===== src/rtl/mem_arbiter_if.sv =====
`default_nettype none
// ============================================================================
// Module  : mem_arbiter_if
// Brief   : Two requester ports plus the single-port memory bus for mem_arbiter
// Rev     : 1.0  initial release
// ============================================================================
interface mem_arbiter_if #(
  parameter int ADDR_W = 16,
  parameter int DATA_W = 16
) ();
  logic              req0;
  logic              we0;
  logic [ADDR_W-1:0] addr0;
  logic [DATA_W-1:0] wdata0;
  logic              gnt0;
  logic              rvalid0;
  logic [DATA_W-1:0] rdata0;

  logic              req1;
  logic              we1;
  logic [ADDR_W-1:0] addr1;
  logic [DATA_W-1:0] wdata1;
  logic              gnt1;
  logic              rvalid1;
  logic [DATA_W-1:0] rdata1;
  logic              lock1;

  logic              mem_en;
  logic              mem_rw;
  logic [ADDR_W-1:0] mem_addr;
  logic [DATA_W-1:0] mem_din;
  logic [DATA_W-1:0] mem_dout;

  // Arbiter side
  modport slave (
    input  req0, we0, addr0, wdata0, req1, we1, addr1, wdata1, lock1, mem_dout,
    output gnt0, rvalid0, rdata0, gnt1, rvalid1, rdata1,
           mem_en, mem_rw, mem_addr, mem_din
  );

  // Requesters and memory side
  modport master (
    output req0, we0, addr0, wdata0, req1, we1, addr1, wdata1, lock1, mem_dout,
    input  gnt0, rvalid0, rdata0, gnt1, rvalid1, rdata1,
           mem_en, mem_rw, mem_addr, mem_din
  );
endinterface
`default_nettype wire


===== src/rtl/mem_arbiter.sv =====
`default_nettype none
// ============================================================================
// Module  : mem_arbiter
// Brief   : Round-robin arbiter with port-1 lock for single-port LC-3 memory
// Rev     : 1.0  initial release
// ============================================================================
module mem_arbiter #(
  parameter int ADDR_W   = 16,
  parameter int DATA_W   = 16,
  parameter int MAX_HOLD = 8
) (
  input  logic          clk,
  input  logic          rst,
  mem_arbiter_if.slave  bus
);

  localparam int                 c_CNT_W    = $clog2(MAX_HOLD + 1);
  localparam logic [c_CNT_W-1:0] c_MAX_HOLD = c_CNT_W'(MAX_HOLD);

  logic               r_last_gnt;
  logic [c_CNT_W-1:0] r_hold_cnt;
  logic               r_tag_vld;
  logic               r_tag_port;

  logic               w_lock_win;
  logic               w_gnt0;
  logic               w_gnt1;
  logic               w_rw;
  logic [ADDR_W-1:0]  w_addr;
  logic [DATA_W-1:0]  w_din;

  // Lock only extends an ownership port 1 already holds, and only below the limit
  assign w_lock_win = r_last_gnt && bus.lock1 && bus.req1 && (r_hold_cnt < c_MAX_HOLD);

  always_comb begin
    w_gnt0 = 1'b0;
    w_gnt1 = 1'b0;
    if (!rst) begin
      if (w_lock_win) begin
        w_gnt1 = 1'b1;
      end else if (bus.req0 && bus.req1) begin
        w_gnt0 = r_last_gnt;
        w_gnt1 = !r_last_gnt;
      end else begin
        w_gnt0 = bus.req0;
        w_gnt1 = bus.req1;
      end
    end
  end

  always_comb begin
    w_rw   = 1'b0;
    w_addr = '0;
    w_din  = '0;
    if (w_gnt0) begin
      w_rw   = bus.we0;
      w_addr = bus.addr0;
      w_din  = bus.wdata0;
    end else if (w_gnt1) begin
      w_rw   = bus.we1;
      w_addr = bus.addr1;
      w_din  = bus.wdata1;
    end
  end

  assign bus.gnt0     = w_gnt0;
  assign bus.gnt1     = w_gnt1;
  assign bus.mem_en   = w_gnt0 | w_gnt1;
  assign bus.mem_rw   = w_rw;
  assign bus.mem_addr = w_addr;
  assign bus.mem_din  = w_din;

  always_ff @(posedge clk or posedge rst) begin
    if (rst) begin
      r_last_gnt <= 1'b1;
      r_hold_cnt <= '0;
      r_tag_vld  <= 1'b0;
      r_tag_port <= 1'b0;
    end else begin
      if (w_gnt0 || w_gnt1) begin
        r_last_gnt <= w_gnt1;
        r_tag_vld  <= !w_rw;
        r_tag_port <= w_gnt1;
      end else begin
        r_tag_vld  <= 1'b0;
      end

      // Only locked grants taken against a waiting port 0 count toward fairness
      if (w_gnt1 && bus.req0 && bus.lock1) begin
        if (r_hold_cnt != c_MAX_HOLD) begin
          r_hold_cnt <= r_hold_cnt + 1'b1;
        end
      end else if (w_gnt0 || !bus.lock1 || !(w_gnt0 || w_gnt1)) begin
        r_hold_cnt <= '0;
      end
    end
  end

  // Memory read data arrives one cycle after the access; steer it by the tag
  assign bus.rvalid0 = r_tag_vld && !r_tag_port;
  assign bus.rvalid1 = r_tag_vld && r_tag_port;
  assign bus.rdata0  = bus.rvalid0 ? bus.mem_dout : '0;
  assign bus.rdata1  = bus.rvalid1 ? bus.mem_dout : '0;

endmodule
`default_nettype wire


===== src/flat_wrapper.sv =====
// flat-port wrapper written by rule: the top's interface ports become plain ports
module mem_arbiter_flat 
#(
  parameter int ADDR_W   = 16,
  parameter int DATA_W   = 16,
  parameter int MAX_HOLD = 8
)
  (clk, rst, bus_req0, bus_we0, bus_addr0, bus_wdata0, bus_req1, bus_we1, bus_addr1, bus_wdata1, bus_lock1, bus_mem_dout, bus_gnt0, bus_rvalid0, bus_rdata0, bus_gnt1, bus_rvalid1, bus_rdata1, bus_mem_en, bus_mem_rw, bus_mem_addr, bus_mem_din);
  mem_arbiter_if #(.ADDR_W(ADDR_W), .DATA_W(DATA_W)) bus_i ();
  input  logic clk;
  input  logic rst;
  input wire logic [$bits(bus_i.req0)-1:0] bus_req0;
  input wire logic [$bits(bus_i.we0)-1:0] bus_we0;
  input wire logic [$bits(bus_i.addr0)-1:0] bus_addr0;
  input wire logic [$bits(bus_i.wdata0)-1:0] bus_wdata0;
  input wire logic [$bits(bus_i.req1)-1:0] bus_req1;
  input wire logic [$bits(bus_i.we1)-1:0] bus_we1;
  input wire logic [$bits(bus_i.addr1)-1:0] bus_addr1;
  input wire logic [$bits(bus_i.wdata1)-1:0] bus_wdata1;
  input wire logic [$bits(bus_i.lock1)-1:0] bus_lock1;
  input wire logic [$bits(bus_i.mem_dout)-1:0] bus_mem_dout;
  output wire logic [$bits(bus_i.gnt0)-1:0] bus_gnt0;
  output wire logic [$bits(bus_i.rvalid0)-1:0] bus_rvalid0;
  output wire logic [$bits(bus_i.rdata0)-1:0] bus_rdata0;
  output wire logic [$bits(bus_i.gnt1)-1:0] bus_gnt1;
  output wire logic [$bits(bus_i.rvalid1)-1:0] bus_rvalid1;
  output wire logic [$bits(bus_i.rdata1)-1:0] bus_rdata1;
  output wire logic [$bits(bus_i.mem_en)-1:0] bus_mem_en;
  output wire logic [$bits(bus_i.mem_rw)-1:0] bus_mem_rw;
  output wire logic [$bits(bus_i.mem_addr)-1:0] bus_mem_addr;
  output wire logic [$bits(bus_i.mem_din)-1:0] bus_mem_din;
  assign bus_i.req0 = bus_req0;
  assign bus_i.we0 = bus_we0;
  assign bus_i.addr0 = bus_addr0;
  assign bus_i.wdata0 = bus_wdata0;
  assign bus_i.req1 = bus_req1;
  assign bus_i.we1 = bus_we1;
  assign bus_i.addr1 = bus_addr1;
  assign bus_i.wdata1 = bus_wdata1;
  assign bus_i.lock1 = bus_lock1;
  assign bus_i.mem_dout = bus_mem_dout;
  assign bus_gnt0 = bus_i.gnt0;
  assign bus_rvalid0 = bus_i.rvalid0;
  assign bus_rdata0 = bus_i.rdata0;
  assign bus_gnt1 = bus_i.gnt1;
  assign bus_rvalid1 = bus_i.rvalid1;
  assign bus_rdata1 = bus_i.rdata1;
  assign bus_mem_en = bus_i.mem_en;
  assign bus_mem_rw = bus_i.mem_rw;
  assign bus_mem_addr = bus_i.mem_addr;
  assign bus_mem_din = bus_i.mem_din;
  mem_arbiter #(.ADDR_W(ADDR_W), .DATA_W(DATA_W), .MAX_HOLD(MAX_HOLD)) u_core (.clk(clk), .rst(rst), .bus(bus_i));
endmodule

===== config.mk =====
export PLATFORM = sky130hd
export DESIGN_NAME = mem_arbiter_flat
export DESIGN_NICKNAME = d
export VERILOG_FILES = /design/src/rtl/mem_arbiter_if.sv /design/src/rtl/mem_arbiter.sv /design/src/flat_wrapper.sv
export SDC_FILE = /design/constraint.sdc
export NUM_CORES = 1
export LEC_CHECK = 0
export CORE_MARGIN = 2
export CORE_UTILIZATION = 25
export CTS_CLUSTER_DIAMETER = 150
export CTS_CLUSTER_SIZE = 10
export DETAILED_ROUTE_END_ITERATION = 6
export PLACE_DENSITY_LB_ADDON = 0.08
export SLEW_MARGIN = 25
export SYNTH_ARGS = -nofsm -noshare
export SYNTH_HDL_FRONTEND = slang
export SYNTH_SLANG_ARGS = --single-unit

===== constraint.sdc =====
create_clock -name clk -period 3.1 [get_ports clk]
set_clock_uncertainty 0.15 [all_clocks]
set_input_delay 0.31 -clock clk [delete_from_list [all_inputs] [get_ports clk]]
set_output_delay 0.31 -clock clk [all_outputs]
set_load 0.02 [all_outputs]

==> Word-level counts from Yosys, hierarchy flattened <==
Index checks and enable logic that the tools add are counted.
{ "classes": {"bitwise_logic": 1, "order_cmp": 1, "addsub": 1, "reduce_logical": 18, "muxes": 18, "n_eq_ne": 2} }
{ "ops": {"columns": ["cell", "count"], "rows": [
  ["$mux 16", 6],
  ["$mux 4", 3],
  ["$mux 1", 9],
  ["$logic_and 1x1->1", 8],
  ["$logic_not 1->1", 5],
  ["$add 4x1->4 const B", 1],
  ["$lt 4x4->1 const B", 1],
  ["$ne 4x4->1 const B", 1],
  ["$logic_or 1x1->1", 3],
  ["$ne 2x2->1 const B", 1],
  ["$reduce_and 2->1", 1],
  ["$reduce_bool 2->1", 1],
  ["$or 1x1->1", 1]
]} }
{ "totals": {"out_inout_bits": 70, "reg_bits": 7, "inputBits": 87, "wordCells": 45} }

==> Depth between registers and ports, before layout <==
{ "logic_depth": {"word_depth": 10, "ltp_mapped": 5} }

==> Worst setup path before layout <==
No wires, ideal clock.
{ "synth_timing": {"path_type": "register to output", "from": "register u_core.r_last_gnt", "to": "output bus_mem_addr[10]", "stages_incl_launch_ff": 5, "n_path_buf": 1, "arrival_time_ns": 1.572, "setup_slack_ns": 1.068, "cell_sequence": "dfstp_2 and2b_2 a311oi_4 buf_6 a22o_1"} }
{ "synth_between": {"elab_chain_len": 7} }
{ "synth_lines": {"columns": ["item", "line_no", "rtl"], "rows": [
  ["start, declared", "mem_arbiter.sv:20", "logic r_last_gnt;"],
  ["start signal, assigned", "mem_arbiter.sv:81", "r_last_gnt <= w_gnt1;"],
  ["$logic_and 1x1->1 (3 in a row)", "mem_arbiter.sv:33", "assign w_lock_win = r_last_gnt && bus.lock1 && bus.req1 && (r_hold_cnt < c_MAX_HOLD);"],
  ["$mux 1", "mem_arbiter.sv:39", "if (w_lock_win) begin"],
  ["$mux 1", "mem_arbiter.sv:38", "if (!rst) begin"],
  ["$mux 16", "mem_arbiter.sv:59", "end else if (w_gnt1) begin"],
  ["$mux 16 *", "mem_arbiter.sv:55", "if (w_gnt0) begin"],
  ["end, declared", "flat_wrapper.sv:30", "output wire logic [$bits(bus_i.mem_addr)-1:0] bus_mem_addr;"]
]} }
Mark *: on every way between the ends. The rest lies on a longest branch, timed or not.

==> Final worst setup path <==
{ "layout_timing": {"from": "input bus_lock1", "to": "output bus_mem_din[14]"} }
{ "layout_between": {"elab_chain_len": 7} }
{ "layout_lines": {"columns": ["item", "line_no", "rtl"], "rows": [
  ["start, declared", "flat_wrapper.sv:20", "input wire logic [$bits(bus_i.lock1)-1:0] bus_lock1;"],
  ["$logic_and 1x1->1 * (3 in a row)", "mem_arbiter.sv:33", null],
  ["$mux 1", "mem_arbiter.sv:39", null],
  ["$mux 1", "mem_arbiter.sv:38", null],
  ["$mux 16", "mem_arbiter.sv:59", null],
  ["$mux 16 *", "mem_arbiter.sv:55", null],
  ["end, declared", "flat_wrapper.sv:31", "output wire logic [$bits(bus_i.mem_din)-1:0] bus_mem_din;"]
]} }
Marked as above.

==> results.cfg <==
[global_route]
grt_pass1_wl_um = 6600
grtUsageTotal = 0.184
number_of_global_route_vias_before_repair = 1367
grt-ovfl-total = 0
number_of_antenna_violations_at_the_first_check_in_global_routing = 0
grt_max_degree = 38

[yosys]
synth_cells = 117
seq_area_frac_synth = 0.170
synth.ff_latch_count = 7
synth-warning-count = 0
postSynthNetCount = 206
post_synthesis_mean_instance_area_um2 = 8.84
distinct_cells_synth = 30
netlist_area_um2 = 1030

[die]
die-area_um2 = 4670
core_area_um2 = 4000
die_width_um = 68.3
num_io_pins = 157
die_h_um = 68.3
floorplan.initialDensity = 0.259
std_cell_rows = 23

[cts]
clock_tree.htree_level_count = 1
clock_tree_from_tritoncts = built
cts.sink_count = 7
cts_hold_buffers = 0
cts_buffers = 3
clockBufferDepth = 2
clk-insertion-delay-late_ns = 0.23
post-cts-setup-buffer-count = 0
path_clk_slew_ns = 0.04
clock_tree.root_cell = sky130_fd_sc_hd__clkbuf_8
cts_repair_resize_count = 0

[status]
status = complete, no violations

[sta]
setup_total_negative_slack_ns = 0
final-hold-violation-count = 0
timing.final.crit_share = 0.914
max-slew-margin-rel = 0.713
max_slew.worst_pin.slew_ns = 0.430
setup-violations-final = 0
maxSlewViolCount = 0
fin_crit_ns = 2.83
rsz0062_at_grt = no
fmax_ghz = 0.353
hold_slack_ns = 0.406

[worst_setup_path]
cp_data_arrival_time_ns = 2.37
critical_path_class = input pin to output port
cp-start-kind = input pin
cp_data_required_time_ns = 2.64
worstPathMaxFanout = 37
endpoint_type_of_the_worst_setup_path = output port

[layout]
fin_nets = 365
postLayoutCellArea_um2 = 2700
syn2layout_area_growth_pct = 161
final_core_utilization = 0.676
sequential_standard_cell_area_um2 = 176
num_antenna_cells = 0
drive_above_1_share = 0.0982
multi_input_gate_area_um2 = 757
fillers = 353

[placed_design]
place_area_um2 = 2660
gp_routability_congestion = 0.742
place_hpwl_um = 3970
port-buffer-count = 156

[drt]
num_vias = 1543
drt.antenna.violating_nets = 0
first_pass_iters = 4
detailedRoute.firstIterationViolations = 61
route.detailed.wl_per_inst_um = 14.7
drc_markers = 0
wl_um = 4780
via_per_inst = 4.75

[power]
vdd.ir_drop.worst_uv = 242
cellPowerDensity_nw_per_um2 = 238
total_leakage_power_uw = 0.00110
post-layout-total-power_uw = 642

[hold_path]
kind_of_path_behind_the_tightest_hold_check = input pin to async pin

[run]
number_of_max_cap_violations = 0
==> cell families (layout without fill, tap and decap cells) <==
family          Yosys count  in the layout  share of synthesized area
simple gates             47             47                      0.291
xor+xnor                  1              1                    0.00847
buf+inv                  15            173                     0.0979
compound gates           45             45                      0.408
flops                     7              7                      0.170
fa+ha+maj                 2              2                     0.0242
==> cells in the mapped netlist <==
library cell	count	area [µm²]
sky130_fd_sc_hd__a21oi_1	2	10.0
sky130_fd_sc_hd__and3b_1	1	8.76
sky130_fd_sc_hd__and2b_2	1	8.76
sky130_fd_sc_hd__a22o_1	24	210
sky130_fd_sc_hd__a21o_2	1	8.76
sky130_fd_sc_hd__nand3_1	2	10.0
sky130_fd_sc_hd__a311oi_4	2	52.6
sky130_fd_sc_hd__inv_1	6	22.5
sky130_fd_sc_hd__o211ai_1	2	15.0
sky130_fd_sc_hd__nor3_1	1	5.00
sky130_fd_sc_hd__nand2b_4	1	13.8
sky130_fd_sc_hd__o21ai_0	2	10.0
sky130_fd_sc_hd__nand2_1	2	7.51
sky130_fd_sc_hd__xnor2_1	1	8.76
sky130_fd_sc_hd__a211o_1	1	8.76
sky130_fd_sc_hd__and3_1	16	100
sky130_fd_sc_hd__nand4_1	1	6.26
sky130_fd_sc_hd__nand2b_1	2	12.5
sky130_fd_sc_hd__a22o_2	9	90.1
sky130_fd_sc_hd__ha_1	2	25.0
sky130_fd_sc_hd__dfrtp_1	6	150
sky130_fd_sc_hd__or3b_2	1	8.76
sky130_fd_sc_hd__buf_6	6	67.6
sky130_fd_sc_hd__dfstp_2	1	26.3
sky130_fd_sc_hd__or3_2	1	7.51
sky130_fd_sc_hd__a221oi_1	1	8.76
sky130_fd_sc_hd__clkbuf_1	3	11.3
sky130_fd_sc_hd__nor2b_1	1	6.26
sky130_fd_sc_hd__and2_1	17	106
sky130_fd_sc_hd__a211oi_1	1	7.51
==> worst max-delay path: stages <==
cell and delay, ns:
sky130_fd_sc_hd__clkdlybuf4s50_1 0.55, sky130_fd_sc_hd__nand2b_1 0.13, sky130_fd_sc_hd__a311oi_4 0.36, sky130_fd_sc_hd__buf_12 0.24, sky130_fd_sc_hd__a22o_2 0.16, sky130_fd_sc_hd__clkdlybuf4s50_1 0.62
==> path summary, 6_finish.rpt <==
check                      slack (ns)                 start              endpoint  cells past startpoint
setup / recovery                 0.27             bus_lock1       bus_mem_din[14]                      6
hold / removal                   0.41                   rst  u_core.r_hold_cnt[3]                      4
setup reg to reg                 1.38  u_core.r_hold_cnt[0]  u_core.r_hold_cnt[1]                      5
hold reg to reg                  0.42  u_core.r_hold_cnt[2]  u_core.r_hold_cnt[2]                      2
max in group asynchronous        2.18                   rst     u_core.r_last_gnt                      4
min in group clk                 0.42  u_core.r_hold_cnt[2]  u_core.r_hold_cnt[2]                      2
==> where the power goes <==
group	internal, µW	leakage [µW]	total (µW)	switching (µW)
sequential	98.4	0.0000899	110	11.7
clock	88.9	0.0000228	128	38.8
combinational	242	0.000983	404	162
==> area by class of cell <==
type / instances / share of cell area
clock buffer: 4 / 0.0167
inverter: 6 / 0.00833
multi-input combinational: 95 / 0.280
sequential: 7 / 0.0653
tap: 50 / 0.0231
timing repair buffer: 163 / 0.606
==> placed cells by master, fill, tap and decap left out, types with 2 or more instances in the layout <==
cell	synthesis	final
sky130_fd_sc_hd__clkdlybuf4s50_1	0	156
sky130_fd_sc_hd__a22o_1	24	24
sky130_fd_sc_hd__and2_1	17	17
sky130_fd_sc_hd__and3_1	16	16
sky130_fd_sc_hd__a22o_2	9	9
sky130_fd_sc_hd__inv_1	6	6
sky130_fd_sc_hd__dfrtp_1	6	6
sky130_fd_sc_hd__buf_4	0	5
sky130_fd_sc_hd__clkbuf_8	0	3
sky130_fd_sc_hd__nand2b_1	2	2
sky130_fd_sc_hd__a311oi_4	2	2
sky130_fd_sc_hd__o21ai_0	2	2
sky130_fd_sc_hd__nand2_1	2	2
sky130_fd_sc_hd__nand3_1	2	2
sky130_fd_sc_hd__o211ai_1	2	2
sky130_fd_sc_hd__a21oi_1	2	2
sky130_fd_sc_hd__ha_1	2	2
sky130_fd_sc_hd__buf_12	0	2
==> sequential cells by signal, summed over array words and instances, names as in the netlist <==
register / flops
u_core.r_hold_cnt: 4
u_core.r_last_gnt: 1
u_core.r_tag_vld: 1
u_core.r_tag_port: 1
==> metrics by stage <==
stage / std cells / setup slack (ns)
global route: 325 / 0.211
detailed placement: 321 / 0.263
global placement: 321 / 0.312
CTS: 325 / 0.265
floorplan: 117 / 1.07
finish: 325 / 0.266
==> per-layer routing <==
layer / wire length, µm / vias up / share of wire / track usage
li1: - / 768 / - / -
met1: 1750 / 680 / 0.37 / 0.208
met2: 2450 / 95 / 0.51 / 0.341
met3: 586 / 0 / 0.12 / 0.0691
met4: 0 / 0 / 0 / 0.0150
met5: 0 / - / 0 / 0
No activity file was read; power rests on OpenSTA's default activity.
